--- src/rtl/cdtimer_sched_pkg.sv ---
// Shared types and helpers for the delta-scheduled timeout multiplexer.
package cdtimer_sched_pkg;

    localparam int unsigned CNT_W = 16;

    typedef enum logic [1:0] {
        IDLE   = 2'd0,
        RUN    = 2'd1,
        REBASE = 2'd2
    } state_e;

    function automatic logic [CNT_W-1:0] sat_sub16(input logic [CNT_W-1:0] a,
                                                   input logic [CNT_W-1:0] b);
        return (a > b) ? CNT_W'(a - b) : '0;
    endfunction

endpackage

--- src/rtl/cdtimer16.sv ---
// 16-bit countdown timer: decrements on each rising edge of counter_event,
// load has priority, expired is high while the count is zero.
module cdtimer16
    import cdtimer_sched_pkg::*;
(
    input  logic             clk,
    input  logic             rst_n,
    input  logic             counter_event,
    input  logic             load,
    input  logic [CNT_W-1:0] data_in,
    output logic [CNT_W-1:0] data_out,
    output logic             expired
);

    logic             ev_q;
    logic             ev_d;
    logic [CNT_W-1:0] count_q;
    logic [CNT_W-1:0] count_d;
    logic             expired_q;
    logic             expired_d;
    logic             ev_edge;

    assign ev_edge = counter_event & ~ev_q;

    always_comb begin
        ev_d      = counter_event;
        count_d   = count_q;
        if (load) begin
            count_d = data_in;
        end else if (ev_edge && (count_q != '0)) begin
            count_d = CNT_W'(count_q - CNT_W'(1));
        end
        expired_d = (count_d == '0);
    end

    always_ff @(posedge clk or negedge rst_n) begin
        if (!rst_n) begin
            ev_q      <= 1'b0;
            count_q   <= '0;
            expired_q <= 1'b1;
        end else begin
            ev_q      <= ev_d;
            count_q   <= count_d;
            expired_q <= expired_d;
        end
    end

    assign data_out = count_q;
    assign expired  = expired_q;

endmodule

--- src/rtl/cdtimer_sched.sv ---
// Multiplexes NCH one-shot timeouts onto one cdtimer16; the timer always
// holds the smallest remaining count and every event rebases all channels.
module cdtimer_sched
    import cdtimer_sched_pkg::*;
#(
    parameter  int unsigned NCH = 4,
    localparam int unsigned CHW = $clog2(NCH)
) (
    input  logic             sysclk,
    input  logic             sysreset_n,
    input  logic             tick,
    input  logic             req_valid,
    input  logic             req_cancel,
    input  logic [CHW-1:0]   req_ch,
    input  logic [CNT_W-1:0] req_count,
    output logic             req_ready,
    input  logic [NCH-1:0]   ack,
    output logic [NCH-1:0]   fired,
    output logic [NCH-1:0]   armed,
    output logic             busy
);

    state_e           state_q, state_d;
    logic [NCH-1:0]   fired_q, fired_d;
    logic [NCH-1:0]   armed_q, armed_d;
    logic [CNT_W-1:0] rem_q [NCH];
    logic [CNT_W-1:0] rem_d [NCH];
    logic [CNT_W-1:0] loaded_q, loaded_d;
    logic             busy_q, busy_d;
    logic             req_ready_q, req_ready_d;
    logic             tick_q, tick_d;
    logic             pend_q, pend_d;
    logic             pcancel_q, pcancel_d;
    logic [CHW-1:0]   pch_q, pch_d;
    logic [CNT_W-1:0] pcount_q, pcount_d;

    logic             tick_edge;
    logic             req_fire;
    logic             tmr_load;
    logic [CNT_W-1:0] tmr_data;
    logic [CNT_W-1:0] tmr_data_out;
    logic             tmr_expired;
    logic [CNT_W:0]   elapsed_w;
    logic [CNT_W-1:0] elapsed;
    logic [NCH-1:0]   set_v;
    logic [CNT_W-1:0] min_v;
    logic             any_armed;

    cdtimer16 u_timer (
        .clk           (sysclk),
        .rst_n         (sysreset_n),
        .counter_event (tick),
        .load          (tmr_load),
        .data_in       (tmr_data),
        .data_out      (tmr_data_out),
        .expired       (tmr_expired)
    );

    assign tick_edge = tick & ~tick_q;
    assign req_fire  = req_valid & req_ready_q;

    // A tick during REBASE is swallowed by the timer's load, so count it here.
    assign elapsed_w = {1'b0, loaded_q} - {1'b0, tmr_data_out} + (CNT_W+1)'(tick_edge);
    assign elapsed   = (elapsed_w > {1'b0, loaded_q}) ? loaded_q : elapsed_w[CNT_W-1:0];

    always_comb begin
        state_d   = state_q;
        armed_d   = armed_q;
        rem_d     = rem_q;
        loaded_d  = loaded_q;
        tick_d    = tick;
        pend_d    = pend_q;
        pcancel_d = pcancel_q;
        pch_d     = pch_q;
        pcount_d  = pcount_q;
        set_v     = '0;
        tmr_load  = 1'b0;
        tmr_data  = '0;
        min_v     = '1;
        any_armed = 1'b0;

        case (state_q)
            IDLE: begin
                if (req_fire && !req_cancel) begin
                    if (req_count == '0) begin
                        for (int unsigned i = 0; i < NCH; i++) begin
                            if (CHW'(i) == req_ch) set_v[i] = 1'b1;
                        end
                    end else begin
                        pend_d    = 1'b1;
                        pcancel_d = 1'b0;
                        pch_d     = req_ch;
                        pcount_d  = req_count;
                        state_d   = REBASE;
                    end
                end
            end
            RUN: begin
                if (req_fire) begin
                    pend_d    = 1'b1;
                    pcancel_d = req_cancel;
                    pch_d     = req_ch;
                    pcount_d  = req_count;
                    state_d   = REBASE;
                end else if (tmr_expired) begin
                    pend_d  = 1'b0;
                    state_d = REBASE;
                end
            end
            REBASE: begin
                for (int unsigned i = 0; i < NCH; i++) begin
                    if (armed_q[i]) begin
                        rem_d[i] = sat_sub16(rem_q[i], elapsed);
                        if (rem_d[i] == '0) begin
                            armed_d[i] = 1'b0;
                            set_v[i]   = 1'b1;
                        end
                    end
                end
                // Pending request lands on top of the rebased counts.
                if (pend_q) begin
                    for (int unsigned i = 0; i < NCH; i++) begin
                        if (CHW'(i) == pch_q) begin
                            if (pcancel_q) begin
                                armed_d[i] = 1'b0;
                            end else if (pcount_q == '0) begin
                                rem_d[i]   = '0;
                                armed_d[i] = 1'b0;
                                set_v[i]   = 1'b1;
                            end else begin
                                rem_d[i]   = pcount_q;
                                armed_d[i] = 1'b1;
                            end
                        end
                    end
                end
                for (int unsigned i = 0; i < NCH; i++) begin
                    if (armed_d[i]) begin
                        any_armed = 1'b1;
                        if (rem_d[i] < min_v) min_v = rem_d[i];
                    end
                end
                pend_d = 1'b0;
                if (any_armed) begin
                    tmr_load = 1'b1;
                    tmr_data = min_v;
                    loaded_d = min_v;
                    state_d  = RUN;
                end else begin
                    state_d  = IDLE;
                end
            end
            default: state_d = IDLE;
        endcase

        fired_d     = (fired_q & ~ack) | set_v;
        req_ready_d = (state_d != REBASE);
        busy_d      = (state_d != IDLE);
    end

    always_ff @(posedge sysclk or negedge sysreset_n) begin
        if (!sysreset_n) begin
            state_q     <= IDLE;
            fired_q     <= '0;
            armed_q     <= '0;
            for (int unsigned i = 0; i < NCH; i++) rem_q[i] <= '0;
            loaded_q    <= '0;
            busy_q      <= 1'b0;
            req_ready_q <= 1'b1;
            tick_q      <= 1'b0;
            pend_q      <= 1'b0;
            pcancel_q   <= 1'b0;
            pch_q       <= '0;
            pcount_q    <= '0;
        end else begin
            state_q     <= state_d;
            fired_q     <= fired_d;
            armed_q     <= armed_d;
            for (int unsigned i = 0; i < NCH; i++) rem_q[i] <= rem_d[i];
            loaded_q    <= loaded_d;
            busy_q      <= busy_d;
            req_ready_q <= req_ready_d;
            tick_q      <= tick_d;
            pend_q      <= pend_d;
            pcancel_q   <= pcancel_d;
            pch_q       <= pch_d;
            pcount_q    <= pcount_d;
        end
    end

    assign fired     = fired_q;
    assign armed     = armed_q;
    assign busy      = busy_q;
    assign req_ready = req_ready_q;

endmodule

--- config.mk ---
export PLATFORM = sky130hd
export DESIGN_NAME = cdtimer_sched
export DESIGN_NICKNAME = d
export VERILOG_FILES = /design/src/rtl/cdtimer_sched_pkg.sv /design/src/rtl/cdtimer16.sv /design/src/rtl/cdtimer_sched.sv
export SDC_FILE = /design/constraint.sdc
export NUM_CORES = 1
export LEC_CHECK = 0
export ABC_AREA = 0
export CAP_MARGIN = 20
export CELL_PAD_IN_SITES_DETAIL_PLACEMENT = 0
export CELL_PAD_IN_SITES_GLOBAL_PLACEMENT = 1
export CORE_MARGIN = 4
export CORE_UTILIZATION = 41
export DETAILED_ROUTE_END_ITERATION = 10
export PLACE_DENSITY = 0.76
export SKIP_LAST_GASP = 1
export SYNTH_ARGS = -nofsm -noshare
export SYNTH_HDL_FRONTEND = slang
export SYNTH_SLANG_ARGS = --single-unit
--- constraint.sdc ---
create_clock -name sysclk -period 17.95 [get_ports sysclk]
set_input_delay 2.6925 -clock sysclk [delete_from_list [all_inputs] [get_ports sysclk]]
set_output_delay 2.6925 -clock sysclk [all_outputs]
set_load 0.005 [all_outputs]
==> summary.txt <==
Status: finished, final reports clean
Clk sinks: 130
Reg2reg end: u_timer.expired$_DFF_PN1_
Final setup fails: 0
Initial antenna violation count: 1
Rel. slew slack: 25.86%
First-pass GRT wire length: 100,700 um
Synth unique cells: 119
IO buf count: 36
Top sig layer: met4
CP Launch Type: input port
EDFF count, synth: 0
Via density per instance: 6.297
Critical Path Max Stage Delay: 0.62 ns
CTS Buf Count: 17
WL/cell: 25.65 um
Residual DRC: 0
Starting Density: 41.66%
FF-to-FF path depth: 69
Storage cell area: 0.003256 mm^2
Syn Nets: 2,203
Asr flop ratio synth: 100.0%
Setup Skew: 0.01175 ns
Tmin final: 17.12 ns
Post-Synth Adder-Cell Area: 11.65%
All-layer global routing usage: 31.39%
Tcrit/Tclk final: 95.35%
Hold WC Path Type: reg -> reg
Worst Setup SP: tick
Clk pin slew, worst setup/hold paths: 0.06 ns
R2R Path Start: loaded_q[5]$_DFFE_PN0P_
Vias: 16,630
Syn avg cell area: 7.891 um^2
Die W: 206.4 um
Total global routing overflow: 0
Hold buffer count at cts: 0
Cell Area, Synth: 0.01614 mm^2
Area Overhead vs Synth: 13.99%
YS warnings: 0
Root Driver: clkbuf_16
Fraction of layout cells with a size suffix above 1: 15.42%
Worst Tran Pin Value: 1.112 ns
Max Slew Vio Count: 0
Total iterations of the first detailed-routing run: 5
Cell count after synthesis: 2,045
Slowest-stage cell, CP: or4b_2
Crit path DAT: 17.47 ns
Post-synthesis mux area share: 5.908%
Skew-Pair Late Insertion Delay: 0.45 ns
Fmax achieved: 58.42 MHz
Largest net degree at the start of global routing: 80
Iteration-0 DRC Markers: 1,703
Number of max-cap violations: 0
Dpl cells: 2,605
Commonest cells after routing, fill and taps aside: nand2_1 (202), inv_1 (154), o21ai_0 (139)
Met2 WL: 30,530 um
Io pins: 37
Most common flop cell mapped by yosys: dfrtp_1
Die area: 0.04260 mm^2
Layout Nets: 2,266
Setup crit end: u_timer.expired$_DFF_PN1_
Critical Path Sink Type: register
Met1 WL: 28,400 um
Final hold violations: 0
WP data required: 18.30 ns
Routed WL: 67,740 um
Die H: 206.4 um
Largest family of logic cells by synthesized area: compound AO/OA/AOI/OAI gates
Post-synthesis compound-gate area fraction: 28.93%
Max Buffers Root-to-Sink: 2
Most common cell after layout, fill and taps aside: nand2_1
CTS tree: built
Metal3 WL: 5423 um
GPL Wtd Cong: 0.9789
Sequential-to-total area share from yosys stat: 20.18%
Dpl hpwl: 53,420 um
Htree depth: 4
Finished Layout Cells: 2,641
Top cell by count, worst path: ha_1
Area occupied by multi-input gates: 0.01201 mm^2
Critical-path maximum fanout: 13
Number of cell rows: 72
FILL cells: 3,912
Antenna Nets Post-Route: 0
WS Path Type: in -> reg
CORE AREA: 0.03874 mm^2
Yosys reg bits: 130
Simple-gate share of the synthesized area: 21.59%
Vias in the first global route: 15,960
Synth Area in XOR/XNOR: 5.110%
R2R Setup Slk: 2.98 ns
## metal layers
| layer | track usage (%) | vias to the layer above |
|---|---|---|
| met1 | 41.41 | 7982 |
| met3 | 6.229 | 166 |
| met4 | 13.83 | 0 |
| met2 | 49.81 | 757 |
| met5 | 0 | - |
| li1 | - | 7725 |
## synth_stat cells, types with 8 or more instances
library cell  number  area, um^2
nor2_1           116       435.4
buf_2             22       110.1
a211o_1           13       113.9
mux2_2            58       653.1
dfrtp_1          128        3203
and4_1             9       78.83
a32oi_1           17       148.9
nand3_1           54       270.3
xnor2_1           75       656.9
or2_2             12       75.07
ha_1             130        1627
maj3_1            21       210.2
o21ai_1            9       45.04
nor2b_1           36       225.2
inv_1            154       578.1
o2111ai_1         11       96.34
and2_1            25       156.4
nor3_1            47       235.2
o211ai_1          18       135.1
o221ai_1          11       96.34
a211oi_1          25       187.7
a21oi_1          127       635.6
nor4_1            17       106.4
a31oi_1           28       175.2
xor2_1            14       122.6
mux2i_1           27       270.3
clkbuf_1          67       251.5
nand2b_1          33       206.5
or3_1             11       68.82
nor3b_1            8       60.06
nor4b_1            8       70.07
and3_1            21       131.4
a22oi_1            8       60.06
nand4_1           35       219.0
o31ai_1           20       150.1
o21ai_0          142       710.7
a21o_1            50       375.4
a31o_2            12       105.1
o21a_1            10       75.07
nand2_1          202       758.2
a21boi_0           8       60.06
## metrics by stage
step	setup TNS (ns)	setup WS, ns	util, %	area [um^2]	hold WS, ns
after floorplan	0	1.327	-	16140	0.4498
after global placement	0	0.1003	45.29	17540	0.4660
after detailed placement	-0.2276	-0.2276	45.29	17540	0.4745
after CTS	0	0.1478	46.94	18180	0.4880
after global routing	-0.1328	-0.04644	47.47	18390	0.5162
final	0	0.8338	47.48	18390	0.4847
## critical path, delay by kind of cell
kind / cells / cell delay [ns]
mux: 2 / 0.58
simple gates: 19 / 4.19
xor+xnor: 1 / 0.14
fa+ha+maj: 10 / 2.99
buf+inv: 9 / 1.42
compound gates: 25 / 5.46
## cell families (layout without fill, tap and decap cells)
family | Yosys count | in the layout
AOI/OAI and AO/OA | 646 | 646
adders and majority gates | 154 | 154
xor gates and xnor gates | 91 | 91
DFF | 130 | 130
other | 0 | 2
buffers and inverters | 262 | 338
muxes | 87 | 87
and+or+nand+nor | 675 | 675
## final cells by class
| cell class | count | share of cell area [%] |
|---|---|---|
| multi-input cells | 1653 | 65.30 |
| repair buffers | 151 | 6.823 |
| clock inverters | 12 | 0.9863 |
| diodes | 2 | 0.02721 |
| well taps | 518 | 3.524 |
| clock buffers | 20 | 2.483 |
| inverters | 155 | 3.163 |
| flip-flops and latches | 130 | 17.70 |
## registers in the layout, summed over array words and instances, names as in the netlist, 2 cells and up
signal            cells
rem_q                64
loaded_q             16
pcount_q             16
u_timer.data_out     16
armed                 4
fired                 4
pch_q                 2
state_q               2
## worst min-delay path by stage
stage          cells past startpoint                    end             startpoint
5_1_grt                            2   armed[3]$_DFFE_PN0P_   armed[3]$_DFFE_PN0P_
6_report                           2   armed[3]$_DFFE_PN0P_   armed[3]$_DFFE_PN0P_
4_1_cts                            2   armed[3]$_DFFE_PN0P_   armed[3]$_DFFE_PN0P_
2_1_floorplan                      2  rem_q[16]$_DFFE_PN0P_  rem_q[16]$_DFFE_PN0P_
3_3_place_gp                       2   armed[3]$_DFFE_PN0P_   armed[3]$_DFFE_PN0P_
3_5_place_dp                       2   armed[3]$_DFFE_PN0P_   armed[3]$_DFFE_PN0P_
## repair_timing
action,CTS,global route
gates resized for setup,0,42
buffers inserted,0,1
endpoints found under the setup margin,0,33
Power is left out: the tool's default activity adds up to more than one toggle a clock period on the data nets, which glitch-free logic cannot reach.
